$ cat src/rtl/cam_pkg.sv
// Shared state type, default sizing and the popcount helper for the CAM
// match-vector encoder.
package cam_pkg;

    localparam int ADDR_WIDTH_DEF = 5;
    localparam int CAM_DEPTH_DEF  = 32;

    // Widest match vector the popcount helper handles; narrower vectors are zero-extended.
    localparam int POPCOUNT_MAX   = 1024;

    typedef enum logic {
        IDLE = 1'b0,
        SCAN = 1'b1
    } state_e;

    function automatic int unsigned popcount(input logic [POPCOUNT_MAX-1:0] vec);
        int unsigned n;
        n = 0;
        for (int i = 0; i < POPCOUNT_MAX; i++) begin
            n = n + {31'b0, vec[i]};
        end
        return n;
    endfunction

endpackage

$ cat src/rtl/cam_prio_enc.sv
// Lowest-index priority encoder: reports the position of the lowest set bit
// of vec_i and whether any bit is set at all.
module cam_prio_enc
    import cam_pkg::*;
#(
    parameter int ADDR_WIDTH = ADDR_WIDTH_DEF,
    parameter int CAM_DEPTH  = CAM_DEPTH_DEF
) (
    input  logic [CAM_DEPTH-1:0]  vec_i,
    output logic [ADDR_WIDTH-1:0] idx_o,
    output logic                  found_o
);

    // Scan from the top down so the last hit written is the lowest index.
    always_comb begin
        idx_o   = '0;
        found_o = 1'b0;
        for (int i = CAM_DEPTH - 1; i >= 0; i--) begin
            if (vec_i[i]) begin
                idx_o   = ADDR_WIDTH'(i);
                found_o = 1'b1;
            end
        end
    end

endmodule

$ cat src/rtl/cam_match_encoder.sv
// Captures one CAM match vector per handshake and streams the binary index of
// every hit, lowest first, reporting the hit count and flagging misses.
module cam_match_encoder
    import cam_pkg::*;
#(
    parameter int ADDR_WIDTH = ADDR_WIDTH_DEF,
    parameter int CAM_DEPTH  = CAM_DEPTH_DEF
) (
    input  logic                  clk,
    input  logic                  rst_n,
    input  logic                  match_valid_i,
    output logic                  match_ready_o,
    input  logic [CAM_DEPTH-1:0]  match_vec_i,
    output logic                  addr_valid_o,
    input  logic                  addr_ready_i,
    output logic [ADDR_WIDTH-1:0] addr_o,
    output logic                  addr_last_o,
    output logic [ADDR_WIDTH:0]   hit_count_o,
    output logic                  miss_o
);

    state_e                  state_q;
    logic [CAM_DEPTH-1:0]    pending_q;
    logic [ADDR_WIDTH:0]     hitCount_q;
    logic                    miss_q;

    logic [ADDR_WIDTH-1:0]   lowIdx;
    logic                    lowFound;
    logic [CAM_DEPTH-1:0]    pending_d;
    logic                    singleHit;
    logic [ADDR_WIDTH:0]     vecCount;
    logic                    vecAccept;
    logic                    beatAccept;

    cam_prio_enc #(
        .ADDR_WIDTH (ADDR_WIDTH),
        .CAM_DEPTH  (CAM_DEPTH)
    ) u_prio_enc (
        .vec_i   (pending_q),
        .idx_o   (lowIdx),
        .found_o (lowFound)
    );

    // Clearing the lowest set bit is exactly the pending state after one accepted beat.
    assign pending_d  = pending_q & (pending_q - CAM_DEPTH'(1));
    assign singleHit  = (pending_d == '0);
    assign vecCount   = (ADDR_WIDTH + 1)'(popcount(POPCOUNT_MAX'(match_vec_i)));

    assign match_ready_o = (state_q == IDLE);
    assign addr_valid_o  = (state_q == SCAN) && lowFound;
    assign addr_o        = lowIdx;
    assign addr_last_o   = addr_valid_o && singleHit;
    assign hit_count_o   = hitCount_q;
    assign miss_o        = miss_q;

    assign vecAccept  = match_valid_i && match_ready_o;
    assign beatAccept = addr_valid_o && addr_ready_i;

    always_ff @(posedge clk or negedge rst_n) begin
        if (!rst_n) begin
            state_q    <= IDLE;
            pending_q  <= '0;
            hitCount_q <= '0;
            miss_q     <= 1'b0;
        end else begin
            miss_q <= 1'b0;
            case (state_q)
                IDLE: begin
                    if (vecAccept) begin
                        pending_q  <= match_vec_i;
                        hitCount_q <= vecCount;
                        miss_q     <= (match_vec_i == '0);
                        if (match_vec_i != '0) begin
                            state_q <= SCAN;
                        end
                    end
                end
                SCAN: begin
                    if (beatAccept) begin
                        pending_q <= pending_d;
                        if (addr_last_o) begin
                            state_q <= IDLE;
                        end
                    end
                end
                default: state_q <= IDLE;
            endcase
        end
    end

endmodule

$ cat config.mk
export PLATFORM = sky130hd
export DESIGN_NAME = cam_match_encoder
export DESIGN_NICKNAME = d
export VERILOG_FILES = /design/src/rtl/cam_pkg.sv /design/src/rtl/cam_prio_enc.sv /design/src/rtl/cam_match_encoder.sv
export SDC_FILE = /design/constraint.sdc
export NUM_CORES = 1
export LEC_CHECK = 0
export CORE_AREA = 2 2 83 85
export CTS_CLUSTER_DIAMETER = 150
export DETAILED_ROUTE_END_ITERATION = 7
export DIE_AREA = 0 0 85 87
export GPL_TIMING_DRIVEN = 0
export PLACE_DENSITY = 0.8
export SLEW_MARGIN = 5
export SYNTH_ARGS = -nofsm -noshare
export SYNTH_HDL_FRONTEND = slang
export SYNTH_HIERARCHICAL = 1
export SYNTH_SLANG_ARGS = --single-unit
$ cat constraint.sdc
create_clock -name clk -period 5.4 [get_ports clk]
set_clock_uncertainty 0.05 [all_clocks]
set_input_delay 0.81 -clock clk [delete_from_list [all_inputs] [get_ports clk]]
set_output_delay 0.81 -clock clk [all_outputs]
set_load 0.01 [all_outputs]
* Word-level counts from Yosys, hierarchy flattened
Cells that the tools add are included.
** Storage, ports and cells
- Register bits after elaboration :: 40
- Latch bits :: 0
- Logic and storage cells :: 123
- RAM bits :: 0
- Memories kept :: 0
- Memory bits (read-only) :: 0
- Output and inout port bits :: 15
** Operators by class
- Shift operators :: 0
- $mul :: 0
- Muxes and demuxes :: 74
- Equality and inequality tests :: 2
- Reductions and logical operators :: 9
- Bitwise logic cells :: 2
- Add/sub/neg operators :: 32
- Divide/modulo/power cells :: 0
- Magnitude comparators :: 0
** Operator list (count)
- $mux 5 :: 32
- $add 6x1->6 :: 26
- $logic_not 32->1 :: 2
- $mux 32 :: 2
- $pmux 32 s2 :: 1
- $mux 1 :: 38
- $and 32x32->32 :: 1
- $reduce_bool 32->1 :: 1
- $sub 32x1->32 const B :: 1
- $add 5x1->6 :: 1
- $add 4x1->5 :: 1
- $add 3x1->4 :: 1
- $logic_and 1x1->1 :: 4
- $ne 2x1->1 const B :: 2
- $reduce_and 2->1 :: 2
- $add 2x1->3 :: 1
- $add 1x1->2 :: 1
- $pmux 1 s2 :: 1
- $not 1->1 :: 1

* Depth between registers and ports, before layout
Gate-level depths: netlist of the first run.
- Depth in word-level cells :: 37
- Mapped depth :: 16
- Gate-level depth less buffers :: 16

* Hierarchy
Netlist of the first run, hierarchy kept.
** Modules (own cells, without submodules)
- cam_match_encoder :: times used 1, area each 3125.5 um2, cells an instance 354, sequential area each 1001.0 um2
- cam_prio_enc :: times used 1, area each 370.4 um2, cells an instance 65, sequential area each 0.0 um2

* Worst setup path before layout of the first run
OpenSTA, ideal clock, no wires.
- Kind :: input port to flip-flop
- From :: in match_vec_i[0]
- To :: reg hitCount_q[4] (netlist: hit_count_o[4])
- Arrival time :: 4.956 ns
- Setup slack :: 0.258 ns
- Cell stages on the path :: 14
- Path buffers :: 0
- Setup time :: 0.135 ns
- Cell sequence :: inv_1 -> fa_1 -> fa_1 -> fa_1 -> fa_1 -> fa_1 -> fa_1 -> inv_1 -> ha_1 -> fa_1 -> a21o_1 -> a21oi_1 -> xor2_1 -> o21ai_0
** On the way
- Cells in the longest elaborated chain, start to end :: 31
** RTL lines
- from (decl) :: line cam_match_encoder.sv:13 : input logic [CAM_DEPTH-1:0] match_vec_i,
- $add 1x1->2 :: line cam_pkg.sv:20 : n = n + {31'b0, vec[i]};
- $add 2x1->3 :: line cam_pkg.sv:20
- $add 3x1->4 :: line cam_pkg.sv:20
- $add 4x1->5 :: line cam_pkg.sv:20
- $add 5x1->6 :: line cam_pkg.sv:20
- $add 6x1->6 (26 in a row) :: line cam_pkg.sv:20
- to (signal assigned) :: line cam_match_encoder.sv:71 : hitCount_q <= vecCount;
- to (decl) :: line cam_match_encoder.sv:24 : logic [ADDR_WIDTH:0] hitCount_q;
No other way between the ends.
A chain may end at the register's enable or synchronous reset.

* Final worst setup path of the first run
- From :: in match_vec_i[3]
- To :: reg hitCount_q[4] (netlist: hit_count_o[4])
** On the way
- Cells in the longest elaborated chain, start to end :: 29
** RTL lines (line)
- $add 3x1->4 :: cam_pkg.sv:20
- $add 4x1->5 :: cam_pkg.sv:20
- $add 5x1->6 :: cam_pkg.sv:20
- $add 6x1->6 (26 in a row) :: cam_pkg.sv:20
No other way between the ends.

==> impl_metrics.ini, run 1 <==
[synth]
synth_ff_type = dfrtp_1
ys_seq_elements = 40
syn_nets = 487
synth_top_area_share_pct = 28.6
netlist_top_cells_count = inv_1, dfrtp_1, nand2_1
synth.cell_area_sq_mm = 0.00350
synth-seq-area-share_pct = 28.6
yosysTopAreaCell = dfrtp_1
yosysWarnings = 6
avgSynthCellArea_sq_um = 8.34
yosys-top-cells-area = dfrtp_1, fa_1, inv_1, nand2_1, o21ai_0
yosys.cell_count.top_type = inv_1
yosys.cell_types.count = 54
synthArstFlopShare_pct = 100
synth_edf_count = 0
synthCells = 419

[die]
die_h_microns = 87
start_util_pct = 53.2
die_x_microns = 85
die_area_sq_mm = 0.00740
rows = 30
fp.coreArea_sq_mm = 0.00657
io_pins = 51

[timing]
hold_violations = 0
period_share_pct = 96.7
slew_headroom_pct = 46.8
holdWs_ps = 260
finalSetupViolations = 0
rsz0062_at_grt = no
tightest_slew_ps = 799
fmax_mhz = 191
finalSetupTns_ps = 0
fin_crit_ps = 5220
fin_ws_ps = 177
slew_viol_final = 0

[clocking]
cts_sinks = 40
cts_tree = yes
postCtsHoldBufs = 0
clk_latency_ps = 310
cts_max_path_buffers = 2
cts_root_buffer = clkbuf_8
htree_levels = 2
cts_made_buffers = 5
path_clk_slew_ps = 80

[grt]
antenna_found_initial = 0
grt_max_degree = 38
globalRouteOverflowTotal = 0
track_usage_pct = 29.4
grt_pass1_wl_microns = 16900
grt_pass1_vias = 3453

[power]
peakVddDrop_mv = 0.629
p_sw_share_pct = 49.1
power_frac_seq_pct = 17.8
switching_power_mw = 1.63
leakage_nw = 2.01
combPwrFrac_pct = 74.6
clockPowerShare_pct = 7.6
p_per_area_mw_per_mm2 = 774
p_int_mw = 1.69

[detailed_routing]
wire_per_inst_microns = 19.0
routed_wl_microns = 10600
via_per_inst = 6.39
ant_nets = 0
drt_drc_violations_left = 0
vias = 3577
firstDrtPassIters = 5
first_iter_violations = 374

[placed_design]
placed_area_sq_mm = 0.00411
port_buffers = 50
dpl.hpwl_microns = 8010
post-place-ws_ps = -437
gp_congestion = 0.962
place_inst = 550

[setup_path]
required_ps = 5520
crit_type = in2reg
cp_data_arrival_time_ps = 5340
worstPathMaxFanout = 3
cp-start-kind = primary input
end_kind = flop

[layout]
post-route-cell-area_sq_mm = 0.00429
layout-drive-gt1-share_pct = 9.58
antenna_cells = 0
final_nets = 547
fillers = 520
final_cells = 560
multi_input_comb_area_sq_mm = 0.00225
area_delta_synth_final_pct = 22.8
register_area_sq_mm = 0.00100

[min_path]
hold_class = in2async

[job]
cap_viol_max_count = 0

[outcome]
status = completed
## layout make-up
cell class                 count  share of cell area, %
multi-input combinational    306                   52.4
sequential                    40                   23.3
timing repair buffer          53                   13.0
inverter                      62                   5.42
tap                           80                   2.33
clock buffer                   5                   1.60
clock inverter                 3                  0.991
buffer                        11                  0.962
## timing repair
item,4_1_cts,5_1_grt
endpoints found under the setup margin,3,3
setup buffers,0,2
endpoints found under the hold margin,0,0
gates resized for setup,6,32
pin swaps,7,18
## metal layers
metal / global-route usage, % / vias to the layer above / share of wire (%) / routed length [microns]
li1: - / 1623 / - / -
met1: 38.8 / 1714 / 40 / 4270
met2: 48.6 / 210 / 48 / 5090
met3: 4.45 / 30 / 8.3 / 878
met4: 12.7 / 0 / 3.8 / 399
met5: 0 / - / 0 / 0
## flip-flops by register name, summed over array words and instances, names as in the netlist
| register | flops |
|---|---|
| hit_count_o | 6 |
| state_q | 1 |
| pending_q | 32 |
| miss_o | 1 |
## logic make-up (layout without fill, tap and decap cells)
logic type | Yosys count | in the layout | share of synthesized area [%]
flops | 40 | 40 | 28.6
compound gates | 126 | 126 | 23.7
buf+inv | 73 | 134 | 7.84
xor+xnor | 3 | 3 | 0.752
fa+ha+maj | 35 | 35 | 17.5
simple gates | 142 | 142 | 21.6
## final timing paths
kind	slack, ps	depth (start not counted)	endpoint	start
max in group asynchronous	4640	2	pending_q[5]	rst_n
min in group clk	440	2	hit_count_o[3]	hit_count_o[3]
hold / removal	260	1	pending_q[27]	rst_n
setup reg to reg	2170	9	pending_q[13]	pending_q[24]
setup / recovery	180	15	hit_count_o[4]	match_vec_i[3]
hold reg to reg	440	2	hit_count_o[3]	hit_count_o[3]
## power by group through the flow
stage	sequential, mW	combinational, mW	clock (mW)
6_report	0.591	2.48	0.254
5_1_grt	0.608	2.76	0.269
4_1_cts	0.578	2.37	0.251
3_5_place_dp	0.582	2.31	0
3_3_place_gp	0.578	2.28	0
2_1_floorplan	0.532	1.69	0
## layout by cell type (no fill, tap or decap), types with 3 or more instances in the layout
cell type	n
a31oi_1	3
or3_1	4
o21ai_0	25
or2_2	4
nand3_1	5
dlymetal6s2s_1	12
nand2_1	39
ha_1	7
o31ai_1	5
nand4_1	6
o31a_1	4
a21o_1	4
dfrtp_1	40
o21ai_1	14
o21a_1	6
o41a_1	3
nor4_1	15
a22o_1	8
maj3_1	3
clkbuf_8	5
clkbuf_1	11
a2111oi_0	6
and2_1	3
o22ai_1	12
clkdlybuf4s50_1	34
nor3_1	18
fa_1	21
inv_2	13
fa_2	3
a21oi_1	21
or4_1	4
nor2_1	25
inv_1	48
## metrics by stage
step	power (mW)	utilization (%)
after floorplan	2.23	-
after global placement	2.85	62.4
after detailed placement	2.89	62.6
after CTS	3.20	64.4
after global routing	3.64	65.4
final	3.32	65.4
## worst max-delay path: stages
cell and delay (ps):
clkdlybuf4s15_1 250, inv_1 90, fa_1 580, fa_1 460, fa_2 560, fa_1 440
fa_1 510, fa_1 560, inv_2 50, ha_4 160, fa_2 360, a21o_1 170
a21oi_2 120, xor2_1 150, o21ai_1 70
Note: power is estimated with default switching activity, not from simulation.
==> inputs of run 2 (changes only) <==
--- a/config.mk
+++ b/config.mk
@@ -6,6 +6,7 @@
 export NUM_CORES = 1
 export LEC_CHECK = 0
 export CORE_AREA = 2 2 83 85
+export CTS_BUF_LIST = sky130_fd_sc_hd__clkbuf_8
 export CTS_CLUSTER_DIAMETER = 150
 export DETAILED_ROUTE_END_ITERATION = 7
 export DIE_AREA = 0 0 85 87
==> results of run 2 <==
Same layout as run 1: the final DEF is identical, and so are final timing and power.
==> inputs of run 3 (changes only) <==
--- a/config.mk
+++ b/config.mk
@@ -5,6 +5,7 @@
 export SDC_FILE = /design/constraint.sdc
 export NUM_CORES = 1
 export LEC_CHECK = 0
+export CAP_MARGIN = 5
 export CORE_AREA = 2 2 83 85
 export CTS_BUF_LIST = sky130_fd_sc_hd__clkbuf_8
 export CTS_CLUSTER_DIAMETER = 150
==> results of run 3 <==
Same layout as run 1: the final DEF is identical, and so are final timing and power.
